$ cat config.mk
export PLATFORM = sky130hd
export DESIGN_NAME = sync_frame_tx
export DESIGN_NICKNAME = d
export VERILOG_FILES = /design/src/rtl/sync_frame_tx.sv
export SDC_FILE = /design/constraint.sdc
export NUM_CORES = 1
export LEC_CHECK = 0
export ABC_AREA = 0
export ABC_CLOCK_PERIOD_IN_PS = 1600
export CORE_MARGIN = 5
export CORE_UTILIZATION = 52
export DETAILED_ROUTE_END_ITERATION = 6
export PLACE_DENSITY = 0.79
export SYNTH_ARGS = -nofsm -noshare
export SYNTH_HDL_FRONTEND = slang
export SYNTH_SLANG_ARGS = --single-unit
$ cat constraint.sdc
create_clock -name clk -period 1.6 [get_ports clk]
set_input_delay 0.32 -clock clk [delete_from_list [all_inputs] [get_ports clk]]
set_output_delay 0.32 -clock clk [all_outputs]
set_load 0.005 [all_outputs]
$ cat src/rtl/sync_frame_tx.sv
`default_nettype none
// +----------------------------------------------------------------------------+
// | sync_frame_tx : "110" sync preamble + MSB-first payload, each 1 stuffed 0   |
// | Revision      : 1.0                                                         |
// +----------------------------------------------------------------------------+
module sync_frame_tx #(
    parameter int DATA_W = 8
) (
    input  logic              clk,
    input  logic              reset_n,
    input  logic              tx_valid,
    input  logic [DATA_W-1:0] tx_data,
    output logic              tx_ready,
    output logic              ser_out,
    output logic              busy,
    output logic              frame_done
);

    localparam int               IDX_W   = (DATA_W > 1) ? $clog2(DATA_W) : 1;
    localparam logic [IDX_W-1:0] IDX_ONE = IDX_W'(1);
    localparam logic [IDX_W-1:0] IDX_MSB = IDX_W'(DATA_W - 1);

    typedef enum logic [2:0] {
        IDLE  = 3'd0,
        SYNC1 = 3'd1,
        SYNC2 = 3'd2,
        SEP   = 3'd3,
        DATA  = 3'd4,
        STUFF = 3'd5
    } state_t;

    state_t            state_q;
    logic [DATA_W-1:0] shift_q;
    logic [IDX_W-1:0]  idx_q;
    logic              ser_q;
    logic              done_q;
    logic              ready_q;
    logic [DATA_W-1:0] w_shift_nxt;

    // The current payload bit always sits in shift_q's MSB; idx_q counts bits left.
    assign w_shift_nxt = shift_q << 1;

    always_ff @(posedge clk or negedge reset_n) begin
        if (!reset_n) begin
            state_q <= IDLE;
            shift_q <= '0;
            idx_q   <= '0;
            ser_q   <= 1'b0;
            done_q  <= 1'b0;
            ready_q <= 1'b1;
        end else begin
            done_q <= 1'b0;
            case (state_q)
                IDLE: begin
                    ser_q <= 1'b0;
                    if (tx_valid) begin
                        state_q <= SYNC1;
                        ser_q   <= 1'b1;
                        ready_q <= 1'b0;
                        shift_q <= tx_data;
                    end
                end
                SYNC1: begin
                    state_q <= SYNC2;
                    ser_q   <= 1'b1;
                end
                SYNC2: begin
                    state_q <= SEP;
                    ser_q   <= 1'b0;
                end
                SEP: begin
                    state_q <= DATA;
                    idx_q   <= IDX_MSB;
                    ser_q   <= shift_q[DATA_W-1];
                    done_q  <= (IDX_MSB == '0) && !shift_q[DATA_W-1];
                end
                DATA: begin
                    shift_q <= w_shift_nxt;
                    if (shift_q[DATA_W-1]) begin
                        state_q <= STUFF;
                        ser_q   <= 1'b0;
                        done_q  <= (idx_q == '0);
                    end else if (idx_q != '0) begin
                        state_q <= DATA;
                        idx_q   <= idx_q - IDX_ONE;
                        ser_q   <= w_shift_nxt[DATA_W-1];
                        done_q  <= (idx_q == IDX_ONE) && !w_shift_nxt[DATA_W-1];
                    end else begin
                        state_q <= IDLE;
                        ser_q   <= 1'b0;
                        ready_q <= 1'b1;
                    end
                end
                STUFF: begin
                    if (idx_q == '0) begin
                        state_q <= IDLE;
                        ser_q   <= 1'b0;
                        ready_q <= 1'b1;
                    end else begin
                        state_q <= DATA;
                        idx_q   <= idx_q - IDX_ONE;
                        ser_q   <= shift_q[DATA_W-1];
                        done_q  <= (idx_q == IDX_ONE) && !shift_q[DATA_W-1];
                    end
                end
                default: begin
                    state_q <= IDLE;
                    ser_q   <= 1'b0;
                    ready_q <= 1'b1;
                end
            endcase
        end
    end

    assign tx_ready   = ready_q;
    assign busy       = ~ready_q;
    assign ser_out    = ser_q;
    assign frame_done = done_q;

endmodule
`default_nettype wire

==> out/metrics.csv, run 1 <==
stage,metric,value,unit
status,status,"finished, final reports clean",
cts,CTS sink count,17,
sta,slew margin rel.,71.0,%
yosys,post-synthesis mux area share,3.09,%
route,wire per inst,13.8,um
final_layout,final net count,133,
floorplanning,Die Ht,53.2,um
sta,TNS Setup,0,ps
placement,Inst Count DP,138,
power,sw frac,40.0,%
route,DRC violations left,0,
sta,Max Clk Rate,689,MHz
sta,"Setup violations, final",0,
placement,DP HPWL,1.46,mm
yosys,Synth cell types,36,
final_layout,fin cells,143,
cts,Clock transition at path regs,100,ps
sta,skew final,6.01,ps
worst_setup_path,Worst Path Max Fanout,1,
route,via/cell ratio,5.64,
cts,latest clock arrival within the worst-skew pair,300,ps
sta,Max Slew Vio Count,0,
global_route,largest net degree at the start of global routing,20,
placement,RD Place Congestion,0.790,
yosys,yosys warns,0,
floorplanning,Starting Density,55.7,%
sta,unrepaired setup endpoints after global routing,no,
floorplanning,overall die width,53.2,um
worst_setup_path,Setup CP Type,reg -> out,
floorplanning,Core Area,1750,um^2
global_route,global-route wire length before repair,3.48,mm
final_layout,most frequent cells in the layout,"dfrtp_1 (16), clkdlybuf4s50_1 (12), nor2_1 (9), o21ai_0 (8), a31oi_1 (8)",
power,Reg power frac,41.2,%
floorplanning,die area,2830,um^2
worst_setup_path,reg2reg end,ser_out,
power,Internal Power,1.25,mW
final_layout,"leading cell type in the layout, fill and taps excluded",dfrtp_1,
route,First-pass DRT Iterations,4,
worst_setup_path,critical path required time,1280,ps
route,DR iter-0 viols,42,
final_layout,P&R area growth vs syn,22.9,%
global_route,antenna violations before repair,0,
power,power density over the cells,1740,nW/um^2
worst_setup_path,CP Buf/Inv Count,1,
cts,root buf cell,clkbuf_4,
power,peak supply drop,0.987,mV
yosys,post-synthesis simple-gate area fraction,21.6,%
yosys,Post-synth EDFFs,0,
yosys,Synth Area in Adders,3.86,%
floorplanning,FP Rows,15,
power,Comb pwr share,47.3,%
sta,fin crit share,90.7,%
yosys,compound-gate portion of the synthesized area,22.0,%
yosys,Post-Synth XOR/XNOR Area,0.901,%
yosys,Synth Flop Type,dfrtp_1,
power,Net Switching,0.831,mW
yosys,sequential share of the synthesized area,43.9,%
yosys,Post-Synthesis Cells,100,
hold_path,HP Class,in -> async,
worst_setup_path,crit end category,primary output,
placement,port buffer count,14,
yosys,syn_area_per_cell,9.72,um^2
yosys,Synth Net Count,114,
cts,CTS tree,done,
cts,clk buf depth,2,
worst_setup_path,R2R cell count,3,
global_route,grt ovf,0,
worst_setup_path,sequence of cells on the critical path,clkdlybuf4s50_1,
global_route,GRT Overall Usage,17.2,%
route,Vias,806,
yosys,largest family of logic cells by synthesized area,compound AO/OA/AOI/OAI gates,
global_route,vias in the first global route,756,
run,max_cap viols,0,
worst_setup_path,Worst R2R Setup Slack,270,ps
route,post-route antenna net violation count,0,
cts,H-tree depth,1,
worst_setup_path,crit-path leading delay family,buffers and inverters,
yosys,Syn Std Cell Area,972,um^2
worst_setup_path,Worst R2R Start,state_q[2],
final_layout,diode count,0,
floorplanning,num ports,15,
cts,CTS Buf Count,3,
worst_setup_path,worst-path cell with the longest stage delay,clkdlybuf4s50_1,
sta,Fin. Hold Viols,0,
power,static leakage,0.512,nW
worst_setup_path,max incr delay on CP,500,ps
yosys,Synth Register Bits,17,
worst_setup_path,CP Data Arrival Time,1130,ps
final_layout,share of cells above drive strength 1,12.7,%
power,Clock Power Share,11.5,%
yosys,asr flop ratio synth,100,%
worst_setup_path,Critical Path Start Type,register,
sta,minimum clock period,1450,ps
route,final WL,1.97,mm
sta,Worst-Margin Slew,435,ps
[worst max-delay path by stage]
stage,cells after the start,startpoint,endpoint
after floorplan,5,idx_q[0],state_q[2]
after CTS,1,frame_done,frame_done
after detailed placement,4,tx_valid,ser_out
after global placement,5,tx_valid,shift_q[6]
final,1,frame_done,frame_done
after global routing,2,tx_ready,busy
[cell families after synthesis]
group | count (synthesis)
xor+xnor | 1
compound gates | 33
fa+ha+maj | 3
mux | 3
simple gates | 33
flops | 17
buf+inv | 10
[synthesized netlist by cell type (2+ instances only)]
master / number / area (um^2)
dfrtp_1: 16 / 400
nor2_1: 9 / 33.8
a31oi_1: 8 / 50.1
o21ai_0: 8 / 40.0
nor2b_1: 7 / 43.8
a22oi_1: 6 / 45.0
inv_1: 4 / 15.0
nand2b_1: 4 / 25.0
buf_2: 3 / 15.0
ha_1: 3 / 37.5
mux2i_1: 3 / 30.0
nand2_1: 3 / 11.3
a21oi_1: 2 / 10.0
clkbuf_1: 2 / 7.51
[repair_timing]
action | CTS | global route
gates resized for setup | 2 | 0
endpoints found under the setup margin | 2 | 0
hold buffers | 0 | 0
buffers inserted | 1 | 0
[layout make-up]
type | count | area (um^2)
clock buffer | 4 | 26.3
inverter | 4 | 15.0
multi-input combinational | 73 | 500
tap | 25 | 31.3
fill | 154 | 551
timing repair buffer | 20 | 195
sequential | 17 | 427
[power by group through the flow]
stage | clock (mW) | combinational, mW | sequential (mW)
floorplan | 0 | 0.768 | 0.777
global placement | 0 | 0.946 | 0.855
detailed placement | 0 | 0.989 | 0.872
CTS | 0.243 | 0.994 | 0.858
global route | 0.266 | 1.11 | 0.893
finish | 0.238 | 0.984 | 0.857
[per-layer routing]
layer / vias to the layer above / part of all wire, % / global-route usage [%]
li1: 396 / - / -
met1: 373 / 45 / 23.6
met2: 30 / 48 / 25.7
met3: 7 / 5.7 / 3.38
met4: 0 / 2.0 / 7.66
met5: - / 0 / 0
[sequential cells by signal, indices dropped and copies added (netlist names)]
signal,cells
ser_out,1
tx_ready,1
shift_q,8
state_q,3
frame_done,1
idx_q,3
[per-stage QoR]
stage	hold slack (ps)	instance area, um^2	utilization (%)	total power, mW	setup slack (ps)
finish	329	1190	68.5	2.08	148
global route	349	1190	68.5	2.27	98.9
CTS	332	1190	68.5	2.09	137
detailed placement	465	1160	66.7	1.86	179
global placement	452	1160	66.7	1.80	232
floorplan	24.4	972	-	1.54	394
Power figures use the tool's default switching activity.
==> run 2: changes to the inputs <==
--- a/config.mk
+++ b/config.mk
@@ -11,6 +11,7 @@
 export CORE_UTILIZATION = 52
 export DETAILED_ROUTE_END_ITERATION = 6
 export PLACE_DENSITY = 0.79
+export SLEW_MARGIN = 10
 export SYNTH_ARGS = -nofsm -noshare
 export SYNTH_HDL_FRONTEND = slang
 export SYNTH_SLANG_ARGS = --single-unit
==> results of run 2 <==
No change in the layout: final DEF, timing and power equal those of run 1.
